===== src/rtl/cla_pipe_addsub.sv =====
// Pipelined carry-lookahead adder/subtractor: one SEG_W-bit segment resolved per stage,
// with skewed operand forwarding and a valid/ready handshake that stalls the whole pipe.
`timescale 1ns/1ps

module cla_pipe_addsub #(
  parameter int unsigned WIDTH = 64,
  parameter int unsigned SEG_W = 16,
  parameter int unsigned OCC_W = $clog2(WIDTH / SEG_W + 2)
) (
  input  logic             clock,
  input  logic             reset,
  input  logic             in_valid,
  output logic             in_ready,
  input  logic [WIDTH-1:0] op_a,
  input  logic [WIDTH-1:0] op_b,
  input  logic             cin,
  input  logic             sub,
  output logic             out_valid,
  input  logic             out_ready,
  output logic [WIDTH-1:0] sum,
  output logic             cout,
  output logic             ovf,
  output logic [OCC_W-1:0] occ
);

  localparam int unsigned NSEG = WIDTH / SEG_W;
  localparam int unsigned NGRP = SEG_W / 4;

  if ((WIDTH % SEG_W) != 0 || (SEG_W % 4) != 0 || WIDTH < 4) begin : g_param_check
    $error("cla_pipe_addsub: WIDTH must be >= 4 and a multiple of SEG_W; SEG_W a multiple of 4");
  end

  // Returns {carry into segment MSB, segment carry-out, segment sum}.
  function automatic logic [SEG_W+1:0] seg_add(input logic [SEG_W-1:0] a,
                                               input logic [SEG_W-1:0] b,
                                               input logic             ci);
    logic [SEG_W-1:0] g, p;
    logic [NGRP-1:0]  gg, gp;
    logic [NGRP:0]    gc;
    logic [SEG_W:0]   c;
    logic             acc, prod;
    g = a & b;
    p = a ^ b;
    for (int unsigned j = 0; j < NGRP; j++) begin
      gg[j] = g[4*j+3] | (p[4*j+3] & g[4*j+2]) | (p[4*j+3] & p[4*j+2] & g[4*j+1])
            | (p[4*j+3] & p[4*j+2] & p[4*j+1] & g[4*j]);
      gp[j] = &p[4*j +: 4];
    end
    // Each group carry is a flat sum-of-products over lower groups and the segment carry-in.
    gc[0] = ci;
    for (int unsigned j = 0; j < NGRP; j++) begin
      acc  = 1'b0;
      prod = 1'b1;
      for (int unsigned i = 0; i <= j; i++) begin
        acc  = acc | (prod & gg[j-i]);
        prod = prod & gp[j-i];
      end
      gc[j+1] = acc | (prod & ci);
    end
    c = '0;
    for (int unsigned j = 0; j < NGRP; j++) begin
      c[4*j] = gc[j];
      for (int unsigned t = 0; t < 3; t++) begin
        c[4*j+t+1] = g[4*j+t] | (p[4*j+t] & c[4*j+t]);
      end
    end
    c[SEG_W] = gc[NGRP];
    return {c[SEG_W-1], c[SEG_W], p ^ c[SEG_W-1:0]};
  endfunction

  logic [NSEG-1:0][WIDTH-1:0] a_q, a_d, b_q, b_d;
  logic [NSEG-1:0]            c_q, c_d;
  logic [NSEG:1][WIDTH-1:0]   s_q, s_d;
  logic [NSEG:0]              v_q, v_d;
  logic [NSEG:1][SEG_W+1:0]   seg_r;
  logic                       cout_q, cout_d, ovf_q, ovf_d;
  logic [OCC_W-1:0]           occ_q, occ_d;
  logic                       en, accept, consume;

  assign en      = !v_q[NSEG] | out_ready;
  assign accept  = in_valid & en;
  assign consume = v_q[NSEG] & out_ready;

  always_comb begin
    a_d    = '0;
    b_d    = '0;
    c_d    = '0;
    s_d    = '0;
    v_d    = '0;
    seg_r  = '0;
    cout_d = 1'b0;
    ovf_d  = 1'b0;
    occ_d  = occ_q;

    a_d[0] = op_a;
    b_d[0] = sub ? ~op_b : op_b;
    c_d[0] = sub | cin;
    v_d[0] = accept;

    for (int unsigned k = 1; k <= NSEG; k++) begin
      seg_r[k] = seg_add(a_q[k-1][(k-1)*SEG_W +: SEG_W],
                         b_q[k-1][(k-1)*SEG_W +: SEG_W], c_q[k-1]);
      v_d[k]   = v_q[k-1];
    end
    // Finished lower sum bits ride along; stage 1 starts from an empty sum.
    for (int unsigned k = 2; k <= NSEG; k++) begin
      s_d[k] = s_q[k-1];
    end
    for (int unsigned k = 1; k <= NSEG; k++) begin
      s_d[k][(k-1)*SEG_W +: SEG_W] = seg_r[k][SEG_W-1:0];
    end
    for (int unsigned k = 1; k < NSEG; k++) begin
      a_d[k] = a_q[k-1];
      b_d[k] = b_q[k-1];
      c_d[k] = seg_r[k][SEG_W];
    end
    cout_d = seg_r[NSEG][SEG_W];
    ovf_d  = seg_r[NSEG][SEG_W] ^ seg_r[NSEG][SEG_W+1];

    if (accept && !consume) begin
      occ_d = occ_q + OCC_W'(1);
    end else if (!accept && consume) begin
      occ_d = occ_q - OCC_W'(1);
    end
  end

  always_ff @(posedge clock or negedge reset) begin
    if (!reset) begin
      a_q    <= '0;
      b_q    <= '0;
      c_q    <= '0;
      s_q    <= '0;
      v_q    <= '0;
      cout_q <= 1'b0;
      ovf_q  <= 1'b0;
      occ_q  <= '0;
    end else begin
      occ_q <= occ_d;
      if (en) begin
        a_q    <= a_d;
        b_q    <= b_d;
        c_q    <= c_d;
        s_q    <= s_d;
        v_q    <= v_d;
        cout_q <= cout_d;
        ovf_q  <= ovf_d;
      end
    end
  end

  assign in_ready  = en;
  assign out_valid = v_q[NSEG];
  assign sum       = s_q[NSEG];
  assign cout      = cout_q;
  assign ovf       = ovf_q;
  assign occ       = occ_q;

endmodule


===== config.mk =====
export PLATFORM = sky130hd
export DESIGN_NAME = cla_pipe_addsub
export DESIGN_NICKNAME = d
export VERILOG_FILES = /design/src/rtl/cla_pipe_addsub.sv
export SDC_FILE = /design/constraint.sdc
export NUM_CORES = 1
export LEC_CHECK = 0
export ABC_AREA = 1
export BUFFER_PORTS_ARGS = -buffer_cell sky130_fd_sc_hd__buf_2
export CAP_MARGIN = 20
export CORE_ASPECT_RATIO = 1.2
export CORE_MARGIN = 2
export CORE_UTILIZATION = 59
export DETAILED_ROUTE_END_ITERATION = 8
export PLACE_DENSITY = 0.79
export SLEW_MARGIN = 10
export SYNTH_ARGS = -nofsm -noshare
export SYNTH_HDL_FRONTEND = slang
export SYNTH_SLANG_ARGS = --single-unit

===== constraint.sdc =====
create_clock -name clock -period 3.66 [get_ports clock]
set_clock_uncertainty 0.2 [all_clocks]
set_input_delay 0.732 -clock clock [delete_from_list [all_inputs] [get_ports clock]]
set_output_delay 0.732 -clock clock [all_outputs]
set_load 0.02 [all_outputs]

==> results.sh <==
export IMPL_cts_max_path_buffers=3
export IMPL_ys_ff_latch=494
export IMPL_ant_nets=0
export IMPL_grt_pass1_wl_um=71850
export IMPL_start_util=0.6021
export IMPL_vias=15120
export IMPL_clk_latency_ps=570
export IMPL_synth_nets=2569
export IMPL_yosysMostFrequentCell="nand2_1"
export IMPL_status="finished clean"
export IMPL_synth_edf_count=0
export IMPL_crit_path_end_kind="register"
export IMPL_grt_max_degree=209
export IMPL_die_h_um=214.1
export IMPL_dieWidth_um=179.1
export IMPL_yosys_warnings=0
export IMPL_drc=0
export IMPL_cts_root_buffer="clkbuf_16"
export IMPL_netlist_instances=2322
export IMPL_cp_start_kind="register"
export IMPL_synth_main_ff_cell="dfrtp_1"
export IMPL_gp_congestion=0.8817
export IMPL_critPathKind="register to register"
export IMPL_area_growth_pct=12.63
export IMPL_period_needed_ps=3380
export IMPL_worst_ep_required_time_ps=3860
export IMPL_via_per_inst=5.073
export IMPL_drt_wl_total_um=42030
export IMPL_maxCapViolCount=0
export IMPL_multi_input_area_um2=8122
export IMPL_synth_distinct_cells=29
export IMPL_p_leak_nw=12.66
export IMPL_post_dp_hpwl_um=27130
export IMPL_synthTopCellsByCount="nand2_1, dfrtp_1, o21ai_0"
export IMPL_finalSetupTns_ps=0
export IMPL_period_share=0.9235
export IMPL_grt_pass1_vias=15180
export IMPL_synthTopCellsByArea="dfrtp_1, nand2_1, o21ai_0"
export IMPL_clkTransAtPathRegs_ps=60
export IMPL_diodes=0
export IMPL_die_area_um2=38330
export IMPL_fin_hold_ws_ps=166.5
export IMPL_maxSlewViolCount=0
export IMPL_setup_viol=0
export IMPL_hold_viol_final=0
export IMPL_cts_setup_buffers=0
export IMPL_yosysSeqAreaShare=0.5697
export IMPL_drive_gt1_frac=0.1190
export IMPL_clock_sinks=494
export IMPL_track_usage=0.2280
export IMPL_drtIter0Drc=1114
export IMPL_ctsHtreeMaxLevel=2
export IMPL_synth_area_um2=21700
export IMPL_rsz0062_at_grt="no"
export IMPL_fmax_mhz=295.8
export IMPL_worst_ir_drop_vdd_uv=497.2
export IMPL_wl_per_cell_um=14.10
export IMPL_pwr_density_cell_nw_per_um2=891.2
export IMPL_rows=76
export IMPL_ios=205
export IMPL_synth_top_area_frac=0.5697
export IMPL_grt_antenna_before_repair=0
export IMPL_synthArstFlopShare=1.000
export IMPL_grt_overflow=0
export IMPL_firstDrtPassIters=5
export IMPL_synth_top_cell_by_area="dfrtp_1"
export IMPL_worstMarginPinSlew_ps=866.6
export IMPL_numPortBuffers=204
export IMPL_syn_avg_cell_area_um2=9.345
export IMPL_nets=2724
export IMPL_core_area_um2=36040
export IMPL_fillers=2758
export IMPL_cts_tree="done"
export IMPL_cts_buffers=48
export IMPL_critPathMaxFanout=3
export IMPL_hold_class="input port to register"
export IMPL_regArea_um2=12360
export IMPL_critPathArrivalTime_ps=3580
export IMPL_slew_headroom=0.4223
## area by class of cell
class | count | share of cell area
clock buffers | 72 | 0.05657
flip-flops and latches | 494 | 0.5058
clock inverters | 14 | 0.005581
well taps | 468 | 0.02396
repair buffers | 220 | 0.05294
multi-input cells | 1568 | 0.3323
inverters | 145 | 0.02278
## critical path: stages, from the launching register on
cell,delay (ps)
dfrtp_1,390
ha_1,350
nand2_1,100
inv_1,50
a221oi_1,280
nand3_1,270
nand2_1,120
nand2_1,60
fa_1,370
fa_1,400
fa_1,390
xnor2_1,150
o21ai_0,80
## registers in the layout, indices dropped and copies added (netlist names), 4 cells and up
signal,cells
sum,64
b_q,16
c_q,4
a_q,16
b_d,144
v_q,5
a_d,144
s_d,96
## per-layer routing
layer	global-route usage	vias up	wire, um
met5	0	-	0
met4	0.07967	0	1302
met3	0.03918	82	1884
met2	0.3615	302	20050
met1	0.3198	7208	18790
li1	-	7530	-
## what timing repair did
item | 4_1_cts | 5_1_grt
hold buffers | 1 | 0
hold endpoints to repair | 66 | 0
resized for setup | 0 | 1
endpoints found under the setup margin | 0 | 1
## report_power, final
group,switching (W),leakage [nW],internal [W]
logic,0.00477,5.91,0.00283
clock network,0.00203,0.743,0.00275
registers,0.00150,6.00,0.00790
total,0.00829,12.7,0.0135
## stage by stage
step           area (um2)  utilization  power [W]  worst slack, ps  std cells
2_1_floorplan       21700            -    0.01479            586.5       2322
4_1_cts             24430       0.6780    0.02201            280.6       2981
5_1_grt             24440       0.6781    0.02370            42.02       2981
3_3_place_gp        22900       0.6355    0.01657            384.1       2894
3_5_place_dp        22900       0.6355    0.01705            305.9       2894
6_report            24440       0.6781    0.02178            279.8       2981
## final timing paths
path | start | end | slack (ps) | depth (start not counted)
setup / recovery | a_d[151] | s_d[159] | 280 | 12
hold / removal | op_a[12] | a_d[76] | 170 | 3
setup reg to reg | a_d[151] | s_d[159] | 280 | 12
hold reg to reg | b_d[175] | b_d[239] | 260 | 2
max in group asynchronous | reset | a_d[85] | 1800 | 3
min in group asynchronous | reset | v_q[4] | 530 | 2
## cell usage in the layout (no fill, tap or decap), types with 8 or more instances in the layout
cell type / count
a21oi_1: 8
buf_12: 11
buf_2: 202
clkbuf_1: 16
clkbuf_16: 49
dfrtp_1: 494
fa_1: 49
ha_1: 64
inv_1: 143
nand2_1: 1052
nand3_1: 23
nand4_1: 14
nor2_1: 16
o21ai_0: 231
o21ai_1: 11
xnor2_1: 70
xor2_1: 12
## cell families after synthesis
group	count (synthesis)	share of synthesized area
and+or+nand+nor	1108	0.1951
AOI/OAI and AO/OA	263	0.06268
muxes	2	0.001038
xor gates and xnor gates	82	0.03310
buffers and inverters	260	0.05622
DFF	494	0.5697
adders and majority gates	113	0.08211
(Power assumes the default switching activity.)
